<file path="src/rtl/multi_gate_pkg.sv">
// Shared types and helpers for the masked multi-operand gate pipeline.
package multi_gate_pkg;

  typedef enum logic [2:0] {
    MODE_OR   = 3'd0,
    MODE_AND  = 3'd1,
    MODE_XOR  = 3'd2,
    MODE_NOR  = 3'd3,
    MODE_NAND = 3'd4,
    MODE_XNOR = 3'd5,
    MODE_ILL6 = 3'd6,
    MODE_ILL7 = 3'd7
  } mode_e;

  // Per-bit identity of each base operation; replicate to operand width.
  localparam logic IDENT_OR_XOR = 1'b0;
  localparam logic IDENT_AND    = 1'b1;

  function automatic logic mode_is_legal(input mode_e m);
    return (m != MODE_ILL6) && (m != MODE_ILL7);
  endfunction

endpackage

</file>
<file path="src/rtl/multi_gate_pipe_gate_reduce.sv">
// Combinational masked reduction of NUM_IN operands under a selectable gate.
module gate_reduce
  import multi_gate_pkg::*;
#(
  parameter int WIDTH  = 8,
  parameter int NUM_IN = 2
) (
  input  logic [NUM_IN*WIDTH-1:0] operands,
  input  logic [NUM_IN-1:0]       mask,
  input  mode_e                   mode,
  output logic [WIDTH-1:0]        result,
  output logic                    err
);

  logic [WIDTH-1:0] acc_or;
  logic [WIDTH-1:0] acc_and;
  logic [WIDTH-1:0] acc_xor;

  always_comb begin
    acc_or  = {WIDTH{IDENT_OR_XOR}};
    acc_and = {WIDTH{IDENT_AND}};
    acc_xor = {WIDTH{IDENT_OR_XOR}};
    for (int k = 0; k < NUM_IN; k++) begin
      if (mask[k]) begin
        acc_or  = acc_or  | operands[k*WIDTH +: WIDTH];
        acc_and = acc_and & operands[k*WIDTH +: WIDTH];
        acc_xor = acc_xor ^ operands[k*WIDTH +: WIDTH];
      end
    end
  end

  always_comb begin
    result = '0;
    err    = !mode_is_legal(mode);
    case (mode)
      MODE_OR:   result = acc_or;
      MODE_AND:  result = acc_and;
      MODE_XOR:  result = acc_xor;
      MODE_NOR:  result = ~acc_or;
      MODE_NAND: result = ~acc_and;
      MODE_XNOR: result = ~acc_xor;
      default:   result = '0;
    endcase
  end

endmodule

</file>
<file path="src/rtl/multi_gate_pipe.sv">
// Two-stage valid/ready pipeline: S1 captures operands, S2 holds the reduced result.
module multi_gate_pipe
  import multi_gate_pkg::*;
#(
  parameter int WIDTH  = 8,
  parameter int NUM_IN = 2,
  parameter int CNT_W  = 16
) (
  input  logic                    clk,
  input  logic                    rst,
  input  logic                    in_valid,
  output logic                    in_ready,
  input  logic [NUM_IN*WIDTH-1:0] in_data,
  input  logic [NUM_IN-1:0]       in_mask,
  input  logic [2:0]              in_mode,
  output logic                    out_valid,
  input  logic                    out_ready,
  output logic [WIDTH-1:0]        out_data,
  output logic                    out_any,
  output logic                    out_all,
  output logic                    out_err,
  output logic [CNT_W-1:0]        out_count
);

  logic                    s1_valid;
  logic [NUM_IN*WIDTH-1:0] s1_data;
  logic [NUM_IN-1:0]       s1_mask;
  mode_e                   s1_mode;

  logic                    s1_load;
  logic                    s2_load;
  logic [WIDTH-1:0]        red_result;
  logic                    red_err;

  assign s2_load  = !out_valid || out_ready;
  assign s1_load  = !s1_valid || s2_load;
  assign in_ready = !rst && s1_load;

  always_ff @(posedge clk) begin
    if (rst) begin
      s1_valid <= 1'b0;
      s1_data  <= '0;
      s1_mask  <= '0;
      s1_mode  <= MODE_OR;
    end else if (s1_load) begin
      s1_valid <= in_valid;
      if (in_valid) begin
        s1_data <= in_data;
        s1_mask <= in_mask;
        s1_mode <= mode_e'(in_mode);
      end
    end
  end

  gate_reduce #(
    .WIDTH  (WIDTH),
    .NUM_IN (NUM_IN)
  ) u_reduce (
    .operands (s1_data),
    .mask     (s1_mask),
    .mode     (s1_mode),
    .result   (red_result),
    .err      (red_err)
  );

  // Result fields are forced to zero whenever the stage is empty.
  always_ff @(posedge clk) begin
    if (rst) begin
      out_valid <= 1'b0;
      out_data  <= '0;
      out_any   <= 1'b0;
      out_all   <= 1'b0;
      out_err   <= 1'b0;
    end else if (s2_load) begin
      out_valid <= s1_valid;
      out_data  <= s1_valid ? red_result : '0;
      out_any   <= s1_valid && (|red_result);
      out_all   <= s1_valid && (&red_result);
      out_err   <= s1_valid && red_err;
    end
  end

  always_ff @(posedge clk) begin
    if (rst) begin
      out_count <= '0;
    end else if (out_valid && out_ready) begin
      out_count <= out_count + CNT_W'(1);
    end
  end

endmodule

</file>
<file path="config.mk">
export PLATFORM = sky130hd
export DESIGN_NAME = multi_gate_pipe
export DESIGN_NICKNAME = d
export VERILOG_FILES = /design/src/rtl/multi_gate_pkg.sv /design/src/rtl/multi_gate_pipe_gate_reduce.sv /design/src/rtl/multi_gate_pipe.sv
export SDC_FILE = /design/constraint.sdc
export NUM_CORES = 1
export LEC_CHECK = 0
export CORE_MARGIN = 1
export CORE_UTILIZATION = 54
export CTS_BUF_LIST = sky130_fd_sc_hd__clkbuf_8
export DETAILED_ROUTE_END_ITERATION = 12
export PLACE_DENSITY = 0.82
export SLEW_MARGIN = 20
export SYNTH_ARGS = -nofsm -noshare
export SYNTH_HDL_FRONTEND = slang
export SYNTH_SLANG_ARGS = --single-unit
</file>
<file path="constraint.sdc">
create_clock -name clk -period 2.8 [get_ports clk]
set_input_delay 0.42 -clock clk [delete_from_list [all_inputs] [get_ports clk]]
set_output_delay 0.42 -clock clk [all_outputs]
set_load 0.02 [all_outputs]
</file>
# Word-level counts from Yosys, hierarchy flattened
# Index checks and enable logic that the tools add are counted.
dict set report totals {
  in_bits 25
  elab_cells 47
  reg_bits 50
  output_inout_bits 29
}
dict set report classes {
  add_sub_neg 1
  bitwise 6
  n_eq_ne 7
  mux 7
  n_reduce_logical 16
}
# op count
set op_table {}
lappend op_table {{8-bit 2-to-1 mux} 6}
lappend op_table {{8-bit one-hot mux with 6 select lines} 1}
lappend op_table {{8-bit NOT} 3}
lappend op_table {{16-bit by 1-bit adder with 16-bit output (second input constant)} 1}
lappend op_table {{8-bit bitwise AND} 1}
lappend op_table {{8-bit bitwise OR} 1}
lappend op_table {{8-bit AND reduction} 1}
lappend op_table {{8-bit OR reduction} 1}
lappend op_table {{8-bit bitwise XOR} 1}
lappend op_table {{3-bit by 2-bit == test with 1-bit output (second input constant)} 2}
lappend op_table {{3-bit == test (second input constant)} 2}
lappend op_table {{1-bit logical AND} 6}
lappend op_table {{3-bit inequality test (second input constant)} 2}
lappend op_table {{1-bit logical NOT} 4}
lappend op_table {{3-bit by 1-bit == test with 1-bit output (second input constant)} 1}
lappend op_table {{3-bit logical NOT} 1}
lappend op_table {{1-bit logical OR} 2}
lappend op_table {{2-bit AND reduction} 1}

# Logic depth before layout (Yosys ltp)
dict set report logic_depth {
  ltp_word 7
  mapped_depth 11
}

# Modules after synthesis
# A second synthesis with hierarchy kept.
dict set report hier_totals {
  cells_unflattened 389
  area_unflattened_um2 2879.0
}
# module area_per_inst_um2 n_inst cells_per_inst
set by_module_without_submodules {}
lappend by_module_without_submodules {multi_gate_pipe 1939.4 1 237}
lappend by_module_without_submodules {gate_reduce 939.7 1 152}

# Worst setup path after synthesis
# No wires, ideal clock.
dict set report synth_path {
  path_kind {register -> register}
  start {reg s1_mask[0]}
  end {reg out_any}
  arrival_ns 1.959
  n_path_buf 2
  slack_ns 0.720
  stages_incl_launch_ff 12
  path_cell_list {dfxtp_1 buf_2 buf_2 nand2_1 ha_1 mux2i_1 nand2_1 o211ai_1 nand3_1 nor3_2 nand3_1 a221o_1}
}
dict set report synth_between {
  elab_chain_cells 7
}
# element line
set synth_lines {}
lappend synth_lines {{start: declaration} multi_gate_pipe.sv:27} ;# logic [NUM_IN-1:0] s1_mask;
lappend synth_lines {{start signal: assignment} multi_gate_pipe.sv:49} ;# s1_mask <= in_mask;
lappend synth_lines {{8-bit 2-to-1 mux} multi_gate_pipe_gate_reduce.sv:24} ;# if (mask[k]) begin
lappend synth_lines {{8-bit bitwise XOR, or another cell as far along} multi_gate_pipe_gate_reduce.sv:27} ;# acc_xor = acc_xor ^ operands[k*WIDTH +: WIDTH];
lappend synth_lines {{8-bit 2-to-1 mux} multi_gate_pipe_gate_reduce.sv:24}
lappend synth_lines {{8-bit NOT, on equally long branches} {multi_gate_pipe_gate_reduce.sv:41, multi_gate_pipe_gate_reduce.sv:39, multi_gate_pipe_gate_reduce.sv:40}}
lappend synth_lines {{8-bit one-hot mux with 6 select lines *} multi_gate_pipe_gate_reduce.sv:35} ;# case (mode)
lappend synth_lines {{8-bit OR reduction *} multi_gate_pipe.sv:77} ;# out_any <= s1_valid && (|red_result);
lappend synth_lines {{1-bit logical AND *} multi_gate_pipe.sv:77}
lappend synth_lines {{end signal: assignment} multi_gate_pipe.sv:77}
lappend synth_lines {{end: declaration} multi_gate_pipe.sv:19} ;# output logic out_any,
# Mark *: on every way between the ends. The rest lies on a longest branch, timed or not.
# A chain may end at the register's enable or synchronous reset.

# Worst setup path after layout
dict set report layout_path {
  start {reg s1_mask[0]}
  end {reg out_all}
}
dict set report layout_between {
  elab_chain_cells 7
}
# element line
set layout_lines {}
lappend layout_lines {{8-bit 2-to-1 mux} multi_gate_pipe_gate_reduce.sv:24}
lappend layout_lines {{8-bit bitwise XOR, or another cell as far along} multi_gate_pipe_gate_reduce.sv:27}
lappend layout_lines {{8-bit 2-to-1 mux} multi_gate_pipe_gate_reduce.sv:24}
lappend layout_lines {{8-bit NOT, on equally long branches} {multi_gate_pipe_gate_reduce.sv:41, multi_gate_pipe_gate_reduce.sv:39, multi_gate_pipe_gate_reduce.sv:40}}
lappend layout_lines {{8-bit one-hot mux with 6 select lines *} multi_gate_pipe_gate_reduce.sv:35}
lappend layout_lines {{8-bit AND reduction *} multi_gate_pipe.sv:78} ;# out_all <= s1_valid && (&red_result);
lappend layout_lines {{1-bit logical AND *} multi_gate_pipe.sv:78}
lappend layout_lines {{end signal: assignment} multi_gate_pipe.sv:78}
lappend layout_lines {{end: declaration} multi_gate_pipe.sv:20} ;# output logic out_all,
# Marks and branches as above.

==> metrics.txt <==
Post-Synthesis Cells ~380; Bufs on Longest Clock Path 2; Mapped Area about 0.0030 mm2; Critical Path Source s1_mask[0]; Fillers about 440; Leak 1.35 nW; r2r setup slk between 0.3 and 0.4 ns; Top FF cell, synth dfxtp_1; Tmin final between 2 and 2.5 ns; Clk Latency, worst-skew pair 0.30 ns; CP Class reg -> reg; Hold Crit Endpoint out_data[7]; CTS Root Cell clkbuf_8; # DRC 0; R2R Path Start s1_mask[0]; worst hold path type reg -> reg; RSZ-0062 raised after global routing no; Fin Setup TNS 0 ns; status finished, final reports clean; final hold slack 0.462 ns; syn nets approximately 420; design area about 0.0036 mm2; total grt overflow 0; Worst Max-Slew Pin Slew about 0.65 ns; Top Ports 54; pwr/cell area 432 mW/mm2; # port buffers 53; Pre-Repair DR Iteration Count 4; Fin. Hold Viols 0; Rel. slew slack about 57%; RR Endpoint out_all; Hold Crit Depth 2; setup bufs post-CTS 0; Synth area leader dfxtp_1; arrival time at the worst endpoint 2.74 ns; Synth top area share between 30% and 40%; Via density 5.77; crit-path cells buf_4 -> nand2_1 -> ha_1 -> a21oi_1 -> o21ai_0 -> o21ai_0 -> a21oi_1 -> nor3_1 -> a22o_1; multi-input combinational cell area around 0.0018 mm2; EDFF count, synth 0; number of synthesized register bits 50; die width ~76 um; DP Area 0.00350 mm2; FF/Latch Area about 0.0010 mm2; CP peak stage delay roughly 0.50 ns; top-count cell post-synth nand2_1; row count 26; largest net degree at the start of global routing 28; critical-path maximum fanout 10; Slowest cell on crit path o21ai_0; vias in the first global route 2859; WL final around 7600 um; number of clock sinks 50; Clk pin slew, worst setup/hold paths 0.09 ns; Synth top cells by count nand2_1 (73), dfxtp_1 (50), a21oi_1 (47), nor2_1 (33), o21ai_0 (14); Die Y-Extent 76.1 um; TritonCTS Buffers 5; GP Congestion between 0.9 and 1; asr flop ratio synth 0%; R2R depth 9; gr usage total between 20% and 30%; final slew viol count 0; CTS tree yes; initial antenna violation count 0; CTS resizes 0; Vias 2869; Min-Delay Startpoint out_data[7]; total power around 0.0016 W; cell family with the largest share of critical-path delay compound AO/OA/AOI/OAI gates; post-synthesis sequential area ratio 33.8%; YS warnings 0; worst endpoint required time between 3 and 4 ns; H-tree depth 2; WL per Instance 15.2 um; Synth area leaders dfxtp_1 (34%), nand2_1 (9.2%), a21oi_1 (7.9%); global-route wire length before repair ~13000 um; ant diodes 0; Fmax approximately 400 MHz; Initial Util 56.9%; post-route clock period utilization 89.1%; Layout Nets 460; initial detailed-routing violation count 238; share of cells above drive strength 1 between 5 and 6%; Buf/Inv on CP 1; CORE AREA 0.00520 mm2; Worst VDD drop ~0.0004 V; antenna-violating nets left 0; clk_skew 0.00953 ns; maxcap violations 0; CP Capture Type flop; crit path launch type flop; Syn Area/Cell a little under 8 um2; Final Setup Violations 0; Hold-fix buffers, CTS 0; die area 0.00579 mm2; distinct cell type count after synthesis 52; Area growth syn-to-layout 21.8%; DP Wirelength 5600 um
==> area by class of cell <==
class / instances / area share [%]
Sequential cell: 50 / 27.7
Inverter: 12 / 1.25
Timing Repair Buffer: 62 / 16.6
Clock buffer: 5 / 1.91
Multi-Input combinational cell: 295 / 49.1
Tap cell: 70 / 2.43
Clock inverter: 3 / 1.04
==> worst register-to-register path: cells and delay by family (launching register included) <==
| family | cells | cell delay, ns |
|---|---|---|
| simple gates | 2 | 0.35 |
| fa+ha+maj | 1 | 0.33 |
| buf+inv | 1 | 0.22 |
| compound gates | 5 | 1.07 |
| flops | 1 | 0.49 |
==> layout by cell type (no fill, tap or decap), types with 2 or more instances in the layout <==
master,n
a2111oi_0,2
inv_1,12
o21a_1,2
nor2b_1,6
a22oi_1,6
nand4_1,4
buf_4,9
o21ai_0,14
nand2b_1,8
mux2i_1,13
o211ai_1,7
nor2_1,33
xor2_1,8
a221oi_1,2
or3_1,4
dfxtp_1,50
a21oi_1,47
ha_1,9
nand2_1,73
nor3_1,3
clkdlybuf4s50_1,53
nand2b_4,2
o221ai_1,2
and3_1,3
o21ai_1,2
and2_1,4
a21o_1,3
xnor2_1,10
nand3_1,10
clkbuf_8,5
==> per-stage QoR <==
step                      utilization [%]  cells  setup slack, ns
after CTS                            69.4    497            0.346
after floorplan                         -    383            0.720
after detailed placement             67.3    489            0.368
after global routing                 69.4    497            0.129
after global placement               67.3    489            0.444
final                                69.4    497            0.304
==> worst max path at each step <==
stage                               end  slack (ns)  cells after the start
final                           out_all        0.30                      9
after global routing            out_all        0.13                      9
after CTS                       out_all        0.35                      9
after detailed placement  out_count[15]        0.37                      7
after global placement    out_count[13]        0.44                      7
after floorplan                 out_any        0.72                     11
==> per-layer routing <==
| metal | track usage, % | vias up | wire, um |
|---|---|---|---|
| li1 | - | 1412 | - |
| met1 | 34.5 | 1316 | 3290 |
| met2 | 48.1 | 120 | 3540 |
| met3 | 5.03 | 21 | 544 |
| met4 | 11.0 | 0 | 195 |
| met5 | 0 | - | 0 |
==> state kept, by name, indices dropped and copies added (netlist names) <==
name,cells
s1_mode,3
out_all,1
s1_valid,1
out_any,1
s1_data,16
s1_mask,2
out_valid,1
out_data,8
out_err,1
out_count,16
==> power breakdown <==
group | leakage (nW) | total, W | switching (W) | internal (W)
sequential | 0.408 | 0.000768 | 0.0000334 | 0.000735
clock | 0.0607 | 0.000489 | 0.000228 | 0.000260
combinational | 0.882 | 0.000303 | 0.000162 | 0.000141
total | 1.35 | 0.00156 | 0.000423 | 0.00114
==> cell families (layout without fill, tap and decap cells) <==
| logic type | after synthesis | after routing | synth area share (%) |
|---|---|---|---|
| AOI/OAI and AO/OA | 100 | 100 | 22.2 |
| and+or+nand+nor | 154 | 154 | 23.7 |
| muxes | 14 | 14 | 4.77 |
| buffers and inverters | 38 | 82 | 6.42 |
| DFF | 50 | 50 | 33.8 |
| adders and majority gates | 9 | 9 | 3.80 |
| xor gates and xnor gates | 18 | 18 | 5.32 |
No activity file was read; power rests on OpenSTA's default activity.
